===== src/rtl/uart_tx_arbiter.sv =====
// Two-source arbiter in front of a single UART byte transmitter.
// Each granted word is sent MSB byte first and never interleaved with the other source.
module uart_tx_arbiter #(
   parameter int BYTES_PER_WORD = 2,
   parameter bit RR_EN          = 1'b1
) (
   input  logic                        clk_i,
   input  logic                        rst_i,
   input  logic                        req0_valid_i,
   input  logic [8*BYTES_PER_WORD-1:0] req0_data_i,
   output logic                        req0_ready_o,
   input  logic                        req1_valid_i,
   input  logic [8*BYTES_PER_WORD-1:0] req1_data_i,
   output logic                        req1_ready_o,
   input  logic                        tx_busy_i,
   output logic                        tx_start_o,
   output logic [7:0]                  tx_byte_o,
   output logic [1:0]                  grant_o,
   output logic                        idle_o
);

   localparam int W  = 8 * BYTES_PER_WORD;
   localparam int CW = (BYTES_PER_WORD > 1) ? $clog2(BYTES_PER_WORD) : 1;
   localparam logic [CW-1:0] LAST_BYTE = CW'(BYTES_PER_WORD - 1);

   typedef enum logic [1:0] {
      IDLE  = 2'd0,
      START = 2'd1,
      HOLD  = 2'd2,
      WAIT  = 2'd3
   } state_t;

   state_t          state_r, state_nxt_s;
   logic [W-1:0]    shift_r, shift_nxt_s;
   logic [CW-1:0]   byte_cnt_r, byte_cnt_nxt_s;
   logic            last_grant_r, last_grant_nxt_s;
   logic [1:0]      grant_r, grant_nxt_s;
   logic [7:0]      tx_byte_r, tx_byte_nxt_s;
   logic            ready0_s, ready1_s;
   logic            pick1_s;
   logic [W-1:0]    sel_data_s;
   logic [W-1:0]    shifted_s;

   // last_grant_r is 1 after reset, so the first tie goes to source 0.
   assign pick1_s    = req1_valid_i && (!req0_valid_i || ((RR_EN == 1'b1) && !last_grant_r));
   assign sel_data_s = pick1_s ? req1_data_i : req0_data_i;
   assign shifted_s  = shift_r << 8;

   // State and datapath registers.
   always_ff @(posedge clk_i or posedge rst_i) begin
      if (rst_i) begin
         state_r      <= IDLE;
         shift_r      <= {W{1'b0}};
         byte_cnt_r   <= {CW{1'b0}};
         last_grant_r <= 1'b1;
         grant_r      <= 2'b00;
         tx_byte_r    <= 8'h00;
      end else begin
         state_r      <= state_nxt_s;
         shift_r      <= shift_nxt_s;
         byte_cnt_r   <= byte_cnt_nxt_s;
         last_grant_r <= last_grant_nxt_s;
         grant_r      <= grant_nxt_s;
         tx_byte_r    <= tx_byte_nxt_s;
      end
   end

   // Next-state, arbitration and byte sequencing.
   always_comb begin
      state_nxt_s      = state_r;
      shift_nxt_s      = shift_r;
      byte_cnt_nxt_s   = byte_cnt_r;
      last_grant_nxt_s = last_grant_r;
      grant_nxt_s      = grant_r;
      tx_byte_nxt_s    = tx_byte_r;
      ready0_s         = 1'b0;
      ready1_s         = 1'b0;
      case (state_r)
         IDLE: begin
            if (!tx_busy_i && (req0_valid_i || req1_valid_i)) begin
               ready0_s         = !pick1_s;
               ready1_s         = pick1_s;
               shift_nxt_s      = sel_data_s;
               byte_cnt_nxt_s   = {CW{1'b0}};
               last_grant_nxt_s = pick1_s;
               grant_nxt_s      = pick1_s ? 2'b10 : 2'b01;
               tx_byte_nxt_s    = sel_data_s[W-1 -: 8];
               state_nxt_s      = START;
            end else begin
               state_nxt_s = IDLE;
            end
         end
         START: state_nxt_s = HOLD;
         // The UART only raises busy the cycle after start, so HOLD skips one look.
         HOLD:  state_nxt_s = WAIT;
         WAIT: begin
            if (tx_busy_i) begin
               state_nxt_s = WAIT;
            end else if (byte_cnt_r == LAST_BYTE) begin
               grant_nxt_s = 2'b00;
               state_nxt_s = IDLE;
            end else begin
               shift_nxt_s    = shifted_s;
               byte_cnt_nxt_s = byte_cnt_r + CW'(1);
               tx_byte_nxt_s  = shifted_s[W-1 -: 8];
               state_nxt_s    = START;
            end
         end
         default: begin
            grant_nxt_s = 2'b00;
            state_nxt_s = IDLE;
         end
      endcase
   end

   assign req0_ready_o = ready0_s;
   assign req1_ready_o = ready1_s;
   assign tx_start_o   = (state_r == START);
   assign tx_byte_o    = tx_byte_r;
   assign grant_o      = grant_r;
   assign idle_o       = (state_r == IDLE);

endmodule

===== config.mk =====
export PLATFORM = sky130hd
export DESIGN_NAME = uart_tx_arbiter
export DESIGN_NICKNAME = d
export VERILOG_FILES = /design/src/rtl/uart_tx_arbiter.sv
export SDC_FILE = /design/constraint.sdc
export NUM_CORES = 1
export LEC_CHECK = 0
export ABC_AREA = 1
export BUFFER_PORTS_ARGS = -buffer_cell sky130_fd_sc_hd__clkbuf_2
export CELL_PAD_IN_SITES_DETAIL_PLACEMENT = 0
export CELL_PAD_IN_SITES_GLOBAL_PLACEMENT = 1
export CORE_MARGIN = 2
export CORE_UTILIZATION = 32
export CTS_CLUSTER_DIAMETER = 60
export CTS_CLUSTER_SIZE = 40
export DETAILED_ROUTE_END_ITERATION = 10
export GPL_TIMING_DRIVEN = 1
export PLACE_DENSITY = 0.78
export SLEW_MARGIN = 20
export SYNTH_ARGS = -nofsm -noshare
export SYNTH_HDL_FRONTEND = slang
export SYNTH_SLANG_ARGS = --single-unit

===== constraint.sdc =====
create_clock -name clk_i -period 1.6 [get_ports clk_i]
set_input_delay 0.16 -clock clk_i [delete_from_list [all_inputs] [get_ports clk_i]]
set_output_delay 0.16 -clock clk_i [all_outputs]
set_load 0.005 [all_outputs]

==> impl_metrics.toml <==
[finish]
stdcell_area_um2 = 1645
area_growth_pct = 32.96
drive_above_1_share_pct = 32.89
fin_util_pct = 44.61
final_nets = 263
antenna_cells = 0

[placement]
dpl_cell_area_um2 = 1534
place_congestion = 0.7879
io_buffers = 50
dp_hpwl_mm = 2.397

[sta]
drv_slew = 0
layout_min_cycle_time_ns = 1.496
setup_viol = 0
fmax_ghz = 0.6687
relSlewSlack_pct = 80.83
setup_tns_ns = 0
fin_skew_ns = 0.002081
worst_pin_slew_ns = 0.2876
period_share_pct = 93.47
hold_viol_final = 0
grt_setup_unrepaired = "false"

[setup_path]
worstReg2RegStart = "state_r[1]$_DFF_PP0_"
critPathArrivalTime_ns = 1.34
startpoint = "state_r[0]$_DFF_PP0_"
cp-start-kind = "flop"
path_buf_inv = 3
end_kind = "primary output"
slowest_delay_ns = 0.44
r2r_cells = 7
slowest_stage = "dfrtp_2"
crit_family = "flip-flops"
critPathKind = "reg -> out"
critPathCapture = "req1_ready_o"
path_max_fanout = 5
cpMostUsedCell = "inv_1"
reg2reg_to = "tx_byte_o[2]$_DFFE_PP0P_"
path_depth = 6
required_ns = 1.44
path_cells = "nor2_4, nand3_4, inv_1, nand2_1, inv_1, clkbuf_2"
rrSetupSlack_ns = 0.17

[route]
routed.top_layer = "met4"
drc_errors = 0
wl_met3_um = 172
wl_per_cell_um = 11.56
drtIter0Drc = 47
dr.pass1.iters = 4
ant_nets = 0
totalWireLength_mm = 3.156
viasPerCell = 4.604
wl_met2_mm = 1.371
drt-met1-wl_mm = 1.548
vias = 1257

[logic_synthesis]
synth_top_area_cell = "dfrtp_1"
ys_types = 19
synthTopCellsByCount = "76 x nand2_1, 33 x nand3_1, 21 x dfrtp_1"
synthArstFlopShare_pct = 100.0
synth_nets = 209
ys_warn_count = 0
yosysMostFrequentCell = "nand2_1"
ys_ff_latch = 22
syn-mean-instance-area_um2 = 7.194
ys_seq_area_share_pct = 44.59
synth_edf_count = 0
synth.top_cell.area_share_pct = 42.47
syn-instance-count = 172
synthFlopType = "dfrtp_1"
syn_area_um2 = 1237
synthTopCellsByArea = "dfrtp_1 42%, nand2_1 23%, nand3_1 13%"

[hold_path]
hold_depth = 3
min_path_type = "in -> reg"

[clock_network]
numClockSinks = 22
cts-htree-levels = 1
cts-root-buf = "clkbuf_8"
insertion_delay_ns = 0.26
cts_buffers = 3
cts_buffer_depth = 2
path_clk_slew_ns = 0.08
cts_tree = "yes"

[floorplanning]
dieArea_um2 = 4380
num_io_pins = 51
die_height_um = 66.19
core_um2 = 3689
die-width_um = 66.19
rows = 22
initial_core_util_pct = 33.55

[grt]
grt.overflow.total = 0
grt_pass1_wl_mm = 5.299
grt_max_degree = 23
grt_antenna_before_repair = 0
grt_use_total_pct = 15.43
grt_pass1_vias = 1189

[pwr]
irDropWorstVdd_uv = 554.5
power_density_nw_per_um2 = 1603
leakage_nw = 0.9671

[job]
drv_cap = 0

[run_status]
outcome = "finished clean"
-- layout by cell type (no fill, tap or decap), types with 2 or more instances in the layout --
| cell type | synthesis | final |
|---|---|---|
| buf_4 | 1 | 5 |
| clkbuf_2 | 0 | 50 |
| clkbuf_8 | 0 | 4 |
| dfrtp_1 | 21 | 20 |
| inv_1 | 9 | 9 |
| inv_2 | 2 | 2 |
| nand2_1 | 76 | 76 |
| nand2_2 | 5 | 3 |
| nand2_4 | 0 | 2 |
| nand3_1 | 33 | 33 |
| nand4_1 | 8 | 8 |
| o21ai_0 | 2 | 2 |
-- area by class of cell --
| cell class | count | area (µm²) |
|---|---|---|
| timing repair buffer | 57 | 317.8 |
| tap | 48 | 60.06 |
| multi-input combinational | 130 | 611.8 |
| fill | 406 | 2043 |
| clock buffer | 4 | 55.05 |
| sequential | 22 | 553.0 |
| inverter | 12 | 47.55 |
-- power by group --
part           internal [mW]  switching (mW)
clock network          0.219           0.179
registers              0.793           0.138
logic                  0.512           0.797
-- routing by layer --
| metal | GRT usage [%] | up-vias |
|---|---|---|
| li1 | - | 662 |
| met1 | 21.28 | 550 |
| met2 | 24.75 | 38 |
| met3 | 1.022 | 7 |
| met4 | 6.888 | 0 |
| met5 | 0 | - |
-- worst register-to-register path, delay by kind of cell, from the launching register on --
kind                   cells  cell delay, ns
and+or+nand+nor            6            0.69
buffers and inverters      1            0.19
DFF                        1            0.44
-- worst min-delay path by stage --
| stage | start | to | slack [ns] |
|---|---|---|---|
| 4_1_cts | tx_busy_i | state_r[0]$_DFF_PP0_ | 0.18 |
| 2_1_floorplan | rst_i | byte_cnt_r$_DFFE_PP0P_ | 0.15 |
| 3_5_place_dp | rst_i | tx_byte_o[4]$_DFFE_PP0P_ | 0.20 |
| 5_1_grt | tx_busy_i | state_r[0]$_DFF_PP0_ | 0.19 |
| 3_3_place_gp | rst_i | tx_byte_o[7]$_DFFE_PP0P_ | 0.19 |
| 6_report | tx_busy_i | state_r[0]$_DFF_PP0_ | 0.18 |
-- through the flow --
stage | power [mW] | hold WS, ns | setup WS, ns | std cells
after floorplan | 1.806 | 0.1485 | 0.3163 | 172
after global placement | 2.137 | 0.1931 | 0.1525 | 267
after detailed placement | 2.164 | 0.1988 | 0.1100 | 267
after CTS | 2.576 | 0.1780 | 0.006036 | 272
after global routing | 2.887 | 0.1931 | 0.001072 | 273
final | 2.638 | 0.1765 | 0.1045 | 273
-- cell families after synthesis --
group                  count (synthesis)  share of synthesized area (%)
flip-flops                            22                          44.59
AO/OA/AOI/OAI                          4                          2.528
buffers and inverters                 20                          7.785
AND/OR/NAND/NOR                      126                          45.10
-- registers in the layout (all words and copies together) (netlist names) --
name,count
tx_byte_o,8
state_r,2
grant_o,2
last_grant_r,1
shift_r,8
byte_cnt_r,1
-- timing repair --
item,in CTS,in global routing
gates resized for setup,2,5
buffers inserted,0,1
pin swaps,1,1
setup endpoints to repair,1,15
hold buffers,1,0
hold endpoints to repair,21,0
Power figures use the tool's default switching activity.
